File: src/rtl/cpu_types_pkg.sv
// rtl/cpu_types_pkg.sv - shared CPU types: word, pipeline control state and stage control pair
package cpu_types_pkg;

  localparam int WORD_W = 32;

  typedef logic [WORD_W-1:0] word_t;

  typedef enum logic [1:0] {
    RUN        = 2'd0,
    REDIR_WAIT = 2'd1,
    HALT       = 2'd2
  } pipe_ctrl_state_t;

  typedef struct packed {
    logic en;
    logic flush;
  } stage_ctrl_t;

  localparam stage_ctrl_t STAGE_FREEZE = '{en: 1'b0, flush: 1'b0};
  localparam stage_ctrl_t STAGE_GO     = '{en: 1'b1, flush: 1'b0};
  localparam stage_ctrl_t STAGE_BUBBLE = '{en: 1'b0, flush: 1'b1};

endpackage

File: src/rtl/sat_counter.sv
// rtl/sat_counter.sv - saturating up-counter with async active-low clear
module sat_counter #(
  parameter int W = 16
) (
  input  logic         CLK,
  input  logic         nRST,
  input  logic         inc,
  output logic [W-1:0] cnt
);

  // count up on inc, hold at all-ones instead of wrapping
  always_ff @(posedge CLK or negedge nRST) begin
    if (!nRST) begin
      cnt <= '0;
    end else if (inc && (cnt != {W{1'b1}})) begin
      cnt <= cnt + 1'b1;
    end
  end

endmodule

File: src/rtl/pipeline_ctrl.sv
// rtl/pipeline_ctrl.sv - stall/flush sequencer for the 5-stage pipeline
module pipeline_ctrl
  import cpu_types_pkg::*;
#(
  parameter int CNT_W = 16
) (
  input  logic             CLK,
  input  logic             nRST,
  input  logic             ihit,
  input  logic             dhit,
  input  logic             mem_req,
  input  logic             redirect_en,
  input  word_t            redirect_npc,
  input  logic             cancel_fetch,
  input  logic             load_use,
  input  logic             halt_req,
  output logic             pc_en,
  output logic             pc_sel_redir,
  output word_t            npc_out,
  output logic             fd_en,
  output logic             de_en,
  output logic             em_en,
  output logic             mw_en,
  output logic             fd_flush,
  output logic             de_flush,
  output logic             em_flush,
  output logic             redirect_pending,
  output logic             halted,
  output logic [CNT_W-1:0] mispredict_cnt
);

  pipe_ctrl_state_t state, next_state;
  word_t            redir_q;
  logic             capture_redir;
  logic             count_mispredict;
  logic             dstall;
  stage_ctrl_t      fd, de, em, mw;
  logic             pc_en_c, pc_sel_c, pending_c, halted_c;
  word_t            npc_c;

  assign dstall = mem_req & ~dhit;

  // decode state and hazards into latch/PC controls and the next state
  always_comb begin
    next_state       = state;
    capture_redir    = 1'b0;
    count_mispredict = 1'b0;
    fd               = STAGE_GO;
    de               = STAGE_GO;
    em               = STAGE_GO;
    mw               = STAGE_GO;
    pc_en_c          = 1'b0;
    pc_sel_c         = 1'b0;
    npc_c            = '0;
    pending_c        = 1'b0;
    halted_c         = 1'b0;
    unique case (state)
      RUN: begin
        if (halt_req) begin
          // older instruction halts; any redirect from younger ones is dropped
          {fd, de, em, mw} = {4{STAGE_FREEZE}};
          next_state       = HALT;
        end else if (dstall) begin
          // redirect and load_use sources are frozen and re-present later
          {fd, de, em, mw} = {4{STAGE_FREEZE}};
        end else if (redirect_en && ihit) begin
          pc_en_c          = 1'b1;
          pc_sel_c         = 1'b1;
          npc_c            = redirect_npc;
          fd.flush         = cancel_fetch;
          count_mispredict = cancel_fetch;
        end else if (redirect_en) begin
          fd               = STAGE_BUBBLE;
          capture_redir    = 1'b1;
          count_mispredict = cancel_fetch;
          next_state       = REDIR_WAIT;
        end else if (load_use) begin
          fd = STAGE_FREEZE;
          de = STAGE_BUBBLE;
        end else if (ihit) begin
          pc_en_c = 1'b1;
        end else begin
          fd = STAGE_BUBBLE;
        end
      end
      REDIR_WAIT: begin
        pending_c = 1'b1;
        npc_c     = redir_q;
        if (halt_req) begin
          {fd, de, em, mw} = {4{STAGE_FREEZE}};
          next_state       = HALT;
        end else if (dstall) begin
          {fd, de, em, mw} = {4{STAGE_FREEZE}};
        end else if (ihit) begin
          // the word that arrived belongs to the old path; replace it with the target
          fd         = STAGE_BUBBLE;
          pc_en_c    = 1'b1;
          pc_sel_c   = 1'b1;
          next_state = RUN;
        end else begin
          fd = STAGE_BUBBLE;
        end
      end
      default: begin
        {fd, de, em, mw} = {4{STAGE_FREEZE}};
        halted_c         = 1'b1;
        next_state       = HALT;
      end
    endcase
  end

  // state and held redirect target
  always_ff @(posedge CLK or negedge nRST) begin
    if (!nRST) begin
      state   <= RUN;
      redir_q <= '0;
    end else begin
      state <= next_state;
      if (capture_redir) begin
        redir_q <= redirect_npc;
      end
    end
  end

  sat_counter #(.W(CNT_W)) u_mispredict_cnt (
    .CLK  (CLK),
    .nRST (nRST),
    .inc  (count_mispredict),
    .cnt  (mispredict_cnt)
  );

  // outputs are quiet while reset is held
  always_comb begin
    pc_en            = nRST & pc_en_c;
    pc_sel_redir     = nRST & pc_sel_c;
    npc_out          = nRST ? npc_c : '0;
    fd_en            = nRST & fd.en;
    de_en            = nRST & de.en;
    em_en            = nRST & em.en;
    mw_en            = nRST & mw.en;
    fd_flush         = nRST & fd.flush;
    de_flush         = nRST & de.flush;
    em_flush         = nRST & em.flush;
    redirect_pending = nRST & pending_c;
    halted           = nRST & halted_c;
  end

endmodule

File: config.mk
export PLATFORM = sky130hd
export DESIGN_NAME = pipeline_ctrl
export DESIGN_NICKNAME = d
export VERILOG_FILES = /design/src/rtl/cpu_types_pkg.sv /design/src/rtl/sat_counter.sv /design/src/rtl/pipeline_ctrl.sv
export SDC_FILE = /design/constraint.sdc
export NUM_CORES = 1
export LEC_CHECK = 0
export CORE_MARGIN = 2
export CORE_UTILIZATION = 47
export DETAILED_ROUTE_END_ITERATION = 6
export PLACE_DENSITY = 0.86
export SLEW_MARGIN = 5
export SYNTH_ARGS = -nofsm -noshare
export SYNTH_HDL_FRONTEND = slang
export SYNTH_HIERARCHICAL = 1
export SYNTH_SLANG_ARGS = --single-unit
File: constraint.sdc
create_clock -name CLK -period 6.5 [get_ports CLK]
set_input_delay 1.95 -clock CLK [delete_from_list [all_inputs] [get_ports CLK]]
set_output_delay 1.95 -clock CLK [all_outputs]
set_load 0.02 [all_outputs]
==> After elaboration in Yosys (flattened, before gate mapping) <==
Index checks and enable logic that the tools add are counted.
{ "totals": {"register_bits": 50, "latchBits": 0, "mem_bits_rw": 0, "romBits": 0, "inputBits": 41, "mem_count": 0} }
{ "op_classes": {"add_sub_neg": 1, "multipliers": 0, "div": 0, "order_cmp": 0, "n_eq_ne": 7, "shift": 0, "mux": 57, "bitwise_logic": 12, "reduce_logical": 5} }
{ "op_table": {"columns": ["op", "count"], "rows": [
  ["32-bit 2-to-1 mux", 4],
  ["32-bit case mux with 2 select lines", 1],
  ["2-bit 2-to-1 mux", 20],
  ["1-bit 2-to-1 mux", 27],
  ["16-bit by 1-bit adder with 16-bit output (second input constant)", 1],
  ["16-bit != test (second input constant)", 1],
  ["3-bit != test (second input constant)", 5],
  ["2-bit case mux with 2 select lines", 3],
  ["1-bit AND", 11],
  ["5-bit AND reduction", 1],
  ["1-bit case mux with 2 select lines", 2],
  ["2-bit by 1-bit equality test with 1-bit output (second input constant)", 1],
  ["1-bit logical AND", 2],
  ["2-bit logical NOT", 1],
  ["2-bit OR reduction", 1],
  ["1-bit inverter", 1]
]} }

==> Logic depth before layout (Yosys ltp) <==
{ "depth": {"ltp_word": 8, "mapped_depth": 8, "depth_no_buf": 7} }

==> Hierarchy <==
Netlist, hierarchy kept.
{ "by_module_without_submodules": {"columns": ["mod", "n_inst", "cells_each", "area_per_inst_um2"], "rows": [
  ["pipeline_ctrl", 1, 139, 1745.4],
  ["sat_counter", 1, 75, 832.0]
]} }

==> Worst setup path after synthesis <==
Ideal clock, no wire load.
{ "synth_path": {"path_kind": "input to output", "from": "input port nRST", "to": "output port npc_out[22]", "t_arrival_ns": 2.980, "path_slack_ns": 1.570, "path_stages": 4, "path_cell_list": "nand2_1 > nor2_1 > clkbuf_1 > a22o_1"} }
{ "synth_via": {"elab_chain_len": 1} }
{ "synth_rtl": {"columns": ["item", "line", "text"], "rows": [
  ["start, declared", "pipeline_ctrl.sv:8", "input logic nRST,"],
  ["32-bit 2-to-1 mux", "pipeline_ctrl.sv:136", "npc_out = nRST ? npc_c : '0;"],
  ["end, declared", "pipeline_ctrl.sv:19", "output word_t npc_out,"]
]} }
No other way between the ends.

==> Final worst setup path <==
{ "layout_path": {"from": "input port ihit", "to": "output port npc_out[30]"} }
{ "layout_via": {"elab_chain_len": 6} }
{ "layout_rtl": {"columns": ["item", "line", "text"], "rows": [
  ["start, declared", "pipeline_ctrl.sv:9", "input logic ihit,"],
  ["1-bit logical AND", "pipeline_ctrl.sv:66", "end else if (redirect_en && ihit) begin"],
  ["32-bit 2-to-1 mux", "pipeline_ctrl.sv:66", null],
  ["32-bit 2-to-1 mux", "pipeline_ctrl.sv:63", "end else if (dstall) begin"],
  ["32-bit 2-to-1 mux", "pipeline_ctrl.sv:59", "if (halt_req) begin"],
  ["32-bit case mux with 2 select lines", "pipeline_ctrl.sv:57", "unique case (state)"],
  ["32-bit 2-to-1 mux", "pipeline_ctrl.sv:136", null]
]} }
No other way between the ends.

==> results.yml <==
global_routing:
  grtUsageMet3_pct: 5.747
  grt_overflow: 0
  grt_max_degree: 33
  grtUsageMet2_pct: 34.57
  grt_pass1_wl_mm: 10.04
  busiest_layer: "met2"
  use_met1_pct: 26.65
  grt_pass1_vias: 2113
  antenna_found_initial: 0
  grt_use_total_pct: 20.26
placed_design:
  gp_congestion: 0.8823
  place_ws_ns: 0.4722
  place_area_sq_um: 3585
  port_buffers: 98
  dp_hpwl_mm: 4.391
timing:
  hold_viol: 0
  max-slew-margin-rel_pct: 63.70
  rsz0062_at_grt: "false"
  fin_crit_sh_pct: 92.82
  min_period_ns: 6.033
  setup_ws_ns: 0.4669
  slew_viol_final: 0
  fmax_mhz: 165.8
  worst_pin_slew_ns: 0.5425
  setup_total_negative_slack_ns: 0
  setup_viol: 0
  fin_skew_ns: 0.002914
logic_synthesis:
  synth_mux_area_share_pct: 15.44
  synthSimpleGateAreaFrac_pct: 13.79
  yosys_register_bits: 50
  syn_nets: 256
  synth_area_per_cell_sq_um: 12.04
  yosysSeqAreaShare_pct: 48.54
  synth-xor-area-share_pct: 3.058
  synth_area_sq_um: 2577
  synth_cell_type_count: 43
  synth_area_leaders: "dfrtp_1, mux2_2, a22o_1"
  synth_top_area_share_pct: 48.54
  ys_warn_count: 6
  synthAdderAreaFrac_pct: 0.4854
  synth_compound_area_share_pct: 14.51
  syn_inst: 214
  yosys.area.top_type: "dfrtp_1"
  synth_top_family_by_area: "multiplexers"
clock_tree:
  cts.clk_slew.worst_paths_ns: 0.08
  cts_resized: 0
  clock_sinks: 50
  cts_tree: "built"
  cts_buffer_depth: 2
  cts_max_level: 2
  clock_latency_ns: 0.29
  postCtsSetupBuffers: 0
  postCtsHoldBufs: 0
  cts-root-buf: "clkbuf_8"
  cts_made_buffers: 5
power_and_ir_drop:
  comb_power_share_pct: 9.9
  powerDensity_nw_per_um2: 149.1
  switching_power_mw: 0.1174
  p_int_mw: 0.4283
  clock_power_share_pct: 30.1
  vdd_drop_max_uv: 104.0
  p_sw_share_pct: 21.51
  seqPwrFrac_pct: 60.0
  finalPower_mw: 0.5457
  power.leakage_nw: 1.584
final_layout:
  drive_gt1_share_pct: 15.81
  utilization_pct: 70.34
  n_antenna_cell: 0
  nets: 352
  design_area_sq_um: 3661
  area_delta_synth_final_pct: 42.04
worst_setup_path:
  cp_max_fo: 32
  max_stage_delay_ns: 0.63
  crit_type: "primary input to output pin"
  crit_top_cell: "clkdlybuf4s50_1"
  crit_chain: "clkdlybuf4s50_1, nand2_1, nor4b_4, buf_4, a22o_1, clkdlybuf4s50_1"
  arrival_ns: 4.08
  slowest_stage: "clkdlybuf4s50_1"
  critPathBufInv: 3
  critPathRequiredTime_ns: 4.55
  reg2reg_slack_ns: 4.25
  critPathTopFamily: "buffers and inverters"
  cp-end-kind: "output pin"
  start_kind: "primary input"
routing:
  wl_per_cell_microns: 15.87
  dr.pass1.iters: 4
  vias: 2091
  first_iter_violations: 123
  postRouteAntennaNets: 0
  drc_errors: 0
  routed_via_density: 5.503
  wirelength_mm: 6.031
hold_path:
  hold_class: "flip-flop to flip-flop"
floorplan:
  fp-row-count: 26
  die_x_microns: 78.06
  io_pins: 100
  die_y_microns: 78.06
  initial_core_util_pct: 49.52
  die-area_sq_um: 6093
  core_area_sq_um: 5205
run:
  maxCapViolations: 0
run_status:
  status: "finished, final reports clean"
==> Yosys cell counts (all sizes together) <==
master   n
inv      2
dfrtp   50
nor3     3
nand2b   3
conb     1
o21ai    2
nor3b    1
nand4b   1
clkbuf   3
and3     3
a41o     1
buf     11
and2     1
o21a     1
nand4    8
and4     3
a211oi   1
nand2   10
xor2     2
a31oi    3
nor2    12
mux2    35
a22o    32
nor4b    1
nor2b    3
nand3b   1
ha       1
xnor2    7
a21oi    4
a41oi    1
nor4     1
nand3    6
==> metal layers <==
| metal | vias to the layer above | part of all wire (%) |
|---|---|---|
| li1 | 988 | - |
| met1 | 1028 | 45 |
| met2 | 73 | 48 |
| met3 | 2 | 6.7 |
| met4 | 0 | 0.15 |
| met5 | - | 0 |
==> per-stage QoR <==
step                hold WS (ns)  instances
floorplan                 0.4646        214
global placement          0.4744        373
detailed placement        0.4851        373
CTS                       0.5033        380
global route              0.5128        380
finish                    0.4970        380
==> power groups by stage <==
stage	clock (mW)	sequential [mW]	combinational (mW)
floorplan	0	0.333	0.0144
global placement	0	0.333	0.0529
detailed placement	0	0.334	0.0541
CTS	0.168	0.328	0.0546
global route	0.183	0.329	0.0590
finish	0.164	0.328	0.0538
==> path summary, 6_finish.rpt <==
path | from | endpoint | cells after the start
max | ihit | npc_out[30] | 6
min | redir_q[6] | redir_q[6] | 1
max reg2reg | state[1] | u_mispredict_cnt/cnt[11] | 7
min reg2reg | redir_q[6] | redir_q[6] | 1
max in group asynchronous | nRST | redir_q[3] | 2
min in group asynchronous | nRST | state[0] | 1
==> cell type report <==
class / instances / area (sq um)
clock buffers: 7 / 76.32
fillers: 405 / 1544
inverters: 2 / 7.507
multi-input cells: 148 / 1225
flip-flops and latches: 50 / 1251
well taps: 70 / 87.58
repair buffers: 103 / 1013
==> registers in the layout, summed over array words and instances, names as in the netlist <==
register / count
redir_q: 32
state: 2
u_mispredict_cnt/cnt: 16
==> placed cells by master (no fill, tap or decap), drive strengths merged, types with 2 or more instances in the layout <==
cell type	count
clkdlybuf4s50	97
clkbuf	7
inv	2
xnor2	7
nand2	10
nand2b	3
nor2b	3
nor2	12
nand3	6
nor3	3
buf	6
xor2	2
and3	3
a31oi	3
o21ai	2
dfrtp	50
and4	3
mux2	35
a21oi	4
a22o	32
nand4	8
==> logic make-up (layout without fill, tap and decap cells) <==
logic type	after synthesis	count (layout)
multiplexers	35	35
XOR/XNOR	9	9
adder cells (fa/ha/maj)	1	1
AND/OR/NAND/NOR	57	57
AO/OA/AOI/OAI	45	45
buffers and inverters	16	112
flip-flops	50	50
other	1	1
==> worst reg2reg max path, stage by stage (launching register included) <==
cell and delay (ns):
dfrtp_1 0.44, nor2_4 0.19, nand3b_1 0.15, nor2_1 0.47, nand4_1 0.27, nor3b_4 0.31
nand4b_1 0.16, xnor2_1 0.15
Note: power is estimated with default switching activity, not from simulation.
